`src/rtl/sync_fifo_ctrl.sv`:
```
// Single-clock FIFO with arbitrary depth, standard or first-word-fall-through read mode, and level flags.
// Sticky overflow/underflow flags are built only when SYNC_FIFO_ERR_FLAG_EN is defined.
module sync_fifo_ctrl #(
  parameter int WIDTH    = 32,
  parameter int DEPTH    = 16,
  parameter int FWFT     = 0,
  parameter int AF_LEVEL = DEPTH - 2,
  parameter int AE_LEVEL = 2,
  parameter int PTR_W    = $clog2(DEPTH),
  parameter int CNT_W    = $clog2(DEPTH + 1)
) (
  input  logic             clk_i,
  input  logic             rst_i,
  input  logic [WIDTH-1:0] wdata_i,
  input  logic             wr_en_i,
  input  logic             rd_en_i,
  output logic [WIDTH-1:0] rdata_o,
  output logic             rvalid_o,
  output logic             full_o,
  output logic             empty_o,
  output logic             almost_full_o,
  output logic             almost_empty_o,
  output logic [CNT_W-1:0] count_o,
  input  logic             err_clr_i,
  output logic             overflow_o,
  output logic             underflow_o
);

  logic [WIDTH-1:0] mem_q [DEPTH];
  logic [PTR_W-1:0] wrPtr_q, wrPtr_d;
  logic [PTR_W-1:0] rdPtr_q, rdPtr_d;
  logic [CNT_W-1:0] count_q, count_d;
  logic             rdAcc;
  logic             wrAcc;

  assign count_o        = count_q;
  assign full_o         = (count_q == CNT_W'(DEPTH));
  assign empty_o        = (count_q == '0);
  assign almost_full_o  = (count_q >= CNT_W'(AF_LEVEL));
  assign almost_empty_o = (count_q <= CNT_W'(AE_LEVEL));

  // A full FIFO still takes a write when the same cycle frees a slot.
  assign rdAcc = rd_en_i & ~empty_o;
  assign wrAcc = wr_en_i & (~full_o | rdAcc);

  always_comb begin
    wrPtr_d = wrPtr_q;
    rdPtr_d = rdPtr_q;
    count_d = count_q;
    if (wrAcc) begin
      wrPtr_d = (wrPtr_q == PTR_W'(DEPTH - 1)) ? '0 : wrPtr_q + PTR_W'(1);
    end
    if (rdAcc) begin
      rdPtr_d = (rdPtr_q == PTR_W'(DEPTH - 1)) ? '0 : rdPtr_q + PTR_W'(1);
    end
    if (wrAcc && !rdAcc) begin
      count_d = count_q + CNT_W'(1);
    end else if (!wrAcc && rdAcc) begin
      count_d = count_q - CNT_W'(1);
    end
  end

  always_ff @(posedge clk_i) begin
    if (rst_i) begin
      wrPtr_q <= '0;
      rdPtr_q <= '0;
      count_q <= '0;
    end else begin
      wrPtr_q <= wrPtr_d;
      rdPtr_q <= rdPtr_d;
      count_q <= count_d;
    end
  end

  always_ff @(posedge clk_i) begin
    if (wrAcc && !rst_i) begin
      mem_q[wrPtr_q] <= wdata_i;
    end
  end

  generate
    if (FWFT != 0) begin : g_fwft
      assign rdata_o  = empty_o ? '0 : mem_q[rdPtr_q];
      assign rvalid_o = ~empty_o;
    end else begin : g_std
      logic [WIDTH-1:0] rdata_q, rdata_d;
      logic             rvalid_q, rvalid_d;

      // Read data is held between pops rather than zeroed.
      always_comb begin
        rdata_d  = rdata_q;
        rvalid_d = rdAcc;
        if (rdAcc) begin
          rdata_d = mem_q[rdPtr_q];
        end
      end

      always_ff @(posedge clk_i) begin
        if (rst_i) begin
          rdata_q  <= '0;
          rvalid_q <= 1'b0;
        end else begin
          rdata_q  <= rdata_d;
          rvalid_q <= rvalid_d;
        end
      end

      assign rdata_o  = rdata_q;
      assign rvalid_o = rvalid_q;
    end
  endgenerate

`ifdef SYNC_FIFO_ERR_FLAG_EN
  logic overflow_q, overflow_d;
  logic underflow_q, underflow_d;

  // A new error in the clearing cycle wins over the clear.
  always_comb begin
    overflow_d  = overflow_q;
    underflow_d = underflow_q;
    if (wr_en_i && !wrAcc) begin
      overflow_d = 1'b1;
    end else if (err_clr_i) begin
      overflow_d = 1'b0;
    end
    if (rd_en_i && empty_o) begin
      underflow_d = 1'b1;
    end else if (err_clr_i) begin
      underflow_d = 1'b0;
    end
  end

  always_ff @(posedge clk_i) begin
    if (rst_i) begin
      overflow_q  <= 1'b0;
      underflow_q <= 1'b0;
    end else begin
      overflow_q  <= overflow_d;
      underflow_q <= underflow_d;
    end
  end

  assign overflow_o  = overflow_q;
  assign underflow_o = underflow_q;
`else
  logic unusedErrClr;
  assign unusedErrClr = err_clr_i;
  assign overflow_o   = 1'b0;
  assign underflow_o  = 1'b0;
`endif

endmodule

```
`config.mk`:
```
export PLATFORM = sky130hd
export DESIGN_NAME = sync_fifo_ctrl
export DESIGN_NICKNAME = d
export VERILOG_FILES = /design/src/rtl/sync_fifo_ctrl.sv
export SDC_FILE = /design/constraint.sdc
export NUM_CORES = 1
export LEC_CHECK = 0
export ABC_CLOCK_PERIOD_IN_PS = 3600
export CAP_MARGIN = 40
export CORE_ASPECT_RATIO = 1.75
export CORE_UTILIZATION = 55
export CTS_CLUSTER_DIAMETER = 200
export DETAILED_ROUTE_END_ITERATION = 16
export PLACE_DENSITY_LB_ADDON = 0.25
export SETUP_SLACK_MARGIN = 0.2
export SLEW_MARGIN = 10
export SYNTH_ARGS = -nofsm -noshare
export SYNTH_HDL_FRONTEND = slang
export SYNTH_SLANG_ARGS = --single-unit
```
`constraint.sdc`:
```
create_clock -name clk_i -period 3.6 [get_ports clk_i]
set_input_delay 0.72 -clock clk_i [delete_from_list [all_inputs] [get_ports clk_i]]
set_output_delay 0.72 -clock clk_i [all_outputs]
set_load 0.01 [all_outputs]
```
==> results.toml <==
[sta]
clock_skew_ps = 19.18
finalSetupViolCount = 0
min_period_ps = 3066
report.final.slew_viol_count = 0
fmax_mhz = 326.1
slew_headroom = 0.5568
finalHoldViolCount = 0
worst_slew_pin_slew_ps = 664.8
rsz0062_at_grt = "false"
period_share = 0.8517
fin_ws_ps = 533.8
final.setup.tns_ps = 0

[run_status]
status = "complete, no violations"

[die]
die_y_um = 262.6
ios = 81
start_util = 0.5576
core_area_mm2 = 0.03827
die-width_um = 150.9
rows = 95
dieArea_mm2 = 0.03962

[layout]
final_nets = 1159
drive_above_1_share = 0.2313
n_fill_cell = 2563
syn2layout_area_growth_pct = 15.36
finish.utilization = 0.6432

[worst_setup_path]
crit_arrival_ps = 3510
critPathMaxFanout = 8
critPathRequiredTime_ps = 4050
critPathLaunchType = "flip-flop"
r2r-start = "count_o[0]"
endpoint_kind = "flip-flop"
startpoint = "count_o[0]"
crit_type = "reg2reg"

[synthesis]
syn_avg_cell_area_um2 = 21.26
synth_flop_cell = "edfxtp_1"
ys_seq_area_frac = 0.7636
async_flop_share = 0
ys_ff_latch = 558
netlist_instances = 1004
synthesis.area_mm2 = 0.02134
synth_top_area_cell = "edfxtp_1"
synth-edff-count = 512
ys_top_cells_by_area = "edfxtp_1 72%, mux4_2 14%, dfxtp_1 4.3%"
yosys_warnings = 0
yosysUniqueCellTypes = 41
synth_top_area_share = 0.7205

[route]
routed_wirelength_um = 42050
wire_per_inst_um = 25.70
firstDrtPassIters = 5
num_vias = 9944
first_iter_violations = 814
ant_nets = 0
routed_via_density = 6.078
drc = 0

[power]
power.share.sequential = 0.504
power_switching_share = 0.2342
p_per_area_mw_per_mm2 = 607.2
p_int_w = 0.01145
power_w = 0.01495
p_leak_nw = 7.815
p_switching_w = 0.003501
combPwrFrac = 0.155
peakVddDrop_v = 0.0004097
clockPowerShare = 0.341

[global_routing]
grt_max_degree = 56
grt_pass1_wl_um = 63610
antenna_found_initial = 0
grt.overflow.total = 0
grt_usage = 0.2232
grt_pass1_vias = 10490

[clocking]
htreeDepth = 2
cts.sinks = 558
cts_buffers = 47
clock_latency_ps = 570
cts.clk_slew.worst_paths_ps = 60
cts_max_path_buffers = 3
hold_buffers = 0
root_buffer = "clkbuf_16"
cts_resized = 0
cts_setup_buffers = 0
cts_tree = "yes"

[place]
port-buffer-count = 77
post-place-ws_ps = 347.9
place.gp.congestion = 0.7486
dp_hpwl_um = 22500

[min_path]
holdCritStartpoint = "rdata_o[23]"
hp-class = "reg2reg"

[flow_run]
max_cap_viol_count = 0
-- worst paths after layout --
path / end / slack [ps] / cells past startpoint
max: count_o[4] / 530 / 9
min: rdata_o[23] / 460 / 1
max reg2reg: count_o[4] / 530 / 9
min reg2reg: rdata_o[23] / 460 / 1
-- power by group through the flow --
stage	registers, W	clock network, W	logic [W]
floorplan	0.00757	0	0.00166
global placement	0.00767	0	0.00230
detailed placement	0.00768	0	0.00234
CTS	0.00754	0.00518	0.00236
global route	0.00756	0.00538	0.00251
finish	0.00753	0.00510	0.00232
-- through the flow --
stage	std cells	hold slack, ps	instance area [µm²]
after floorplan	1005	507.9	21340
final	1636	463.1	24620
after CTS	1635	465.1	24620
after global routing	1635	489.2	24620
after detailed placement	1548	451.5	23060
after global placement	1547	446.3	23040
-- cells in the mapped netlist, types with 2 or more instances --
master    count
edfxtp_1    512
mux4_2      128
nor2_1       98
mux2i_1      69
dfxtp_1      46
a211o_1      32
clkbuf_1     20
buf_2        18
nand2_1      10
ha_1          9
buf_1         7
a21oi_1       5
inv_1         5
nand3_1       5
buf_4         4
buf_6         4
buf_8         4
xor2_1        4
nand3b_1      2
-- worst max-delay path, cell delays in order, from the launching register on --
cell and delay, ps:
dfxtp_1 380, or4_4 650, o21ai_4 280, ha_1 220, inv_1 110, fa_1 410, a21o_1 170, a21oi_1 180
mux2i_1 220, mux2_2 340
-- layout by cell type (no fill, tap or decap), types with 2 or more instances in the layout --
cell and instances:
buf_12 19, clkbuf_16 48, a211o_1 32, ha_1 9, clkbuf_8 4, clkinv_1 8, inv_1 5, nor2_4 16
dfxtp_1 43, edfxtp_1 512, nand3_1 5, xor2_1 4, clkinv_2 14, dfxtp_4 3, nand2_1 10, nand3b_1 2
conb_1 2, buf_4 19, mux2i_1 69, nor2_1 82, clkbuf_1 5, a21oi_1 5, clkdlybuf4s50_1 77, bufinv_16 5
mux4_2 128
-- state kept, by name, summed over array words and instances (netlist names) --
name / flops
count_o: 5
mem_q: 512
rdPtr_q: 4
rdata_o: 32
rvalid_o: 1
wrPtr_q: 4
-- final cells by class --
cell class	instances	area, µm²	area share
antenna	1	2.502	0.0001016
inverter	5	18.77	0.0007624
sequential	558	16310	0.6624
clock inverter	30	282.8	0.01149
clock buffer	57	1275	0.05179
timing repair buffer	115	1294	0.05255
multi-input combinational	385	4832	0.1963
tap	485	606.8	0.02465
-- kinds of logic after synthesis --
group                    Yosys count  synth area share
flip-flops                       558            0.7636
AND/OR/NAND/NOR                  117           0.02181
adder cells (fa/ha/maj)           10          0.006215
XOR/XNOR                           5          0.002052
other                              1         0.0001757
buffers and inverters             62           0.01618
AO/OA/AOI/OAI                     53           0.02199
multiplexers                     198            0.1680
-- routing by layer --
metal	wire, µm	global-route usage	up-vias
li1	-	-	4317
met1	15950	0.2804	5292
met2	23180	0.3971	261
met3	1863	0.03073	74
met4	1057	0.06919	0
met5	0	0	-
Power figures use the tool's default switching activity.
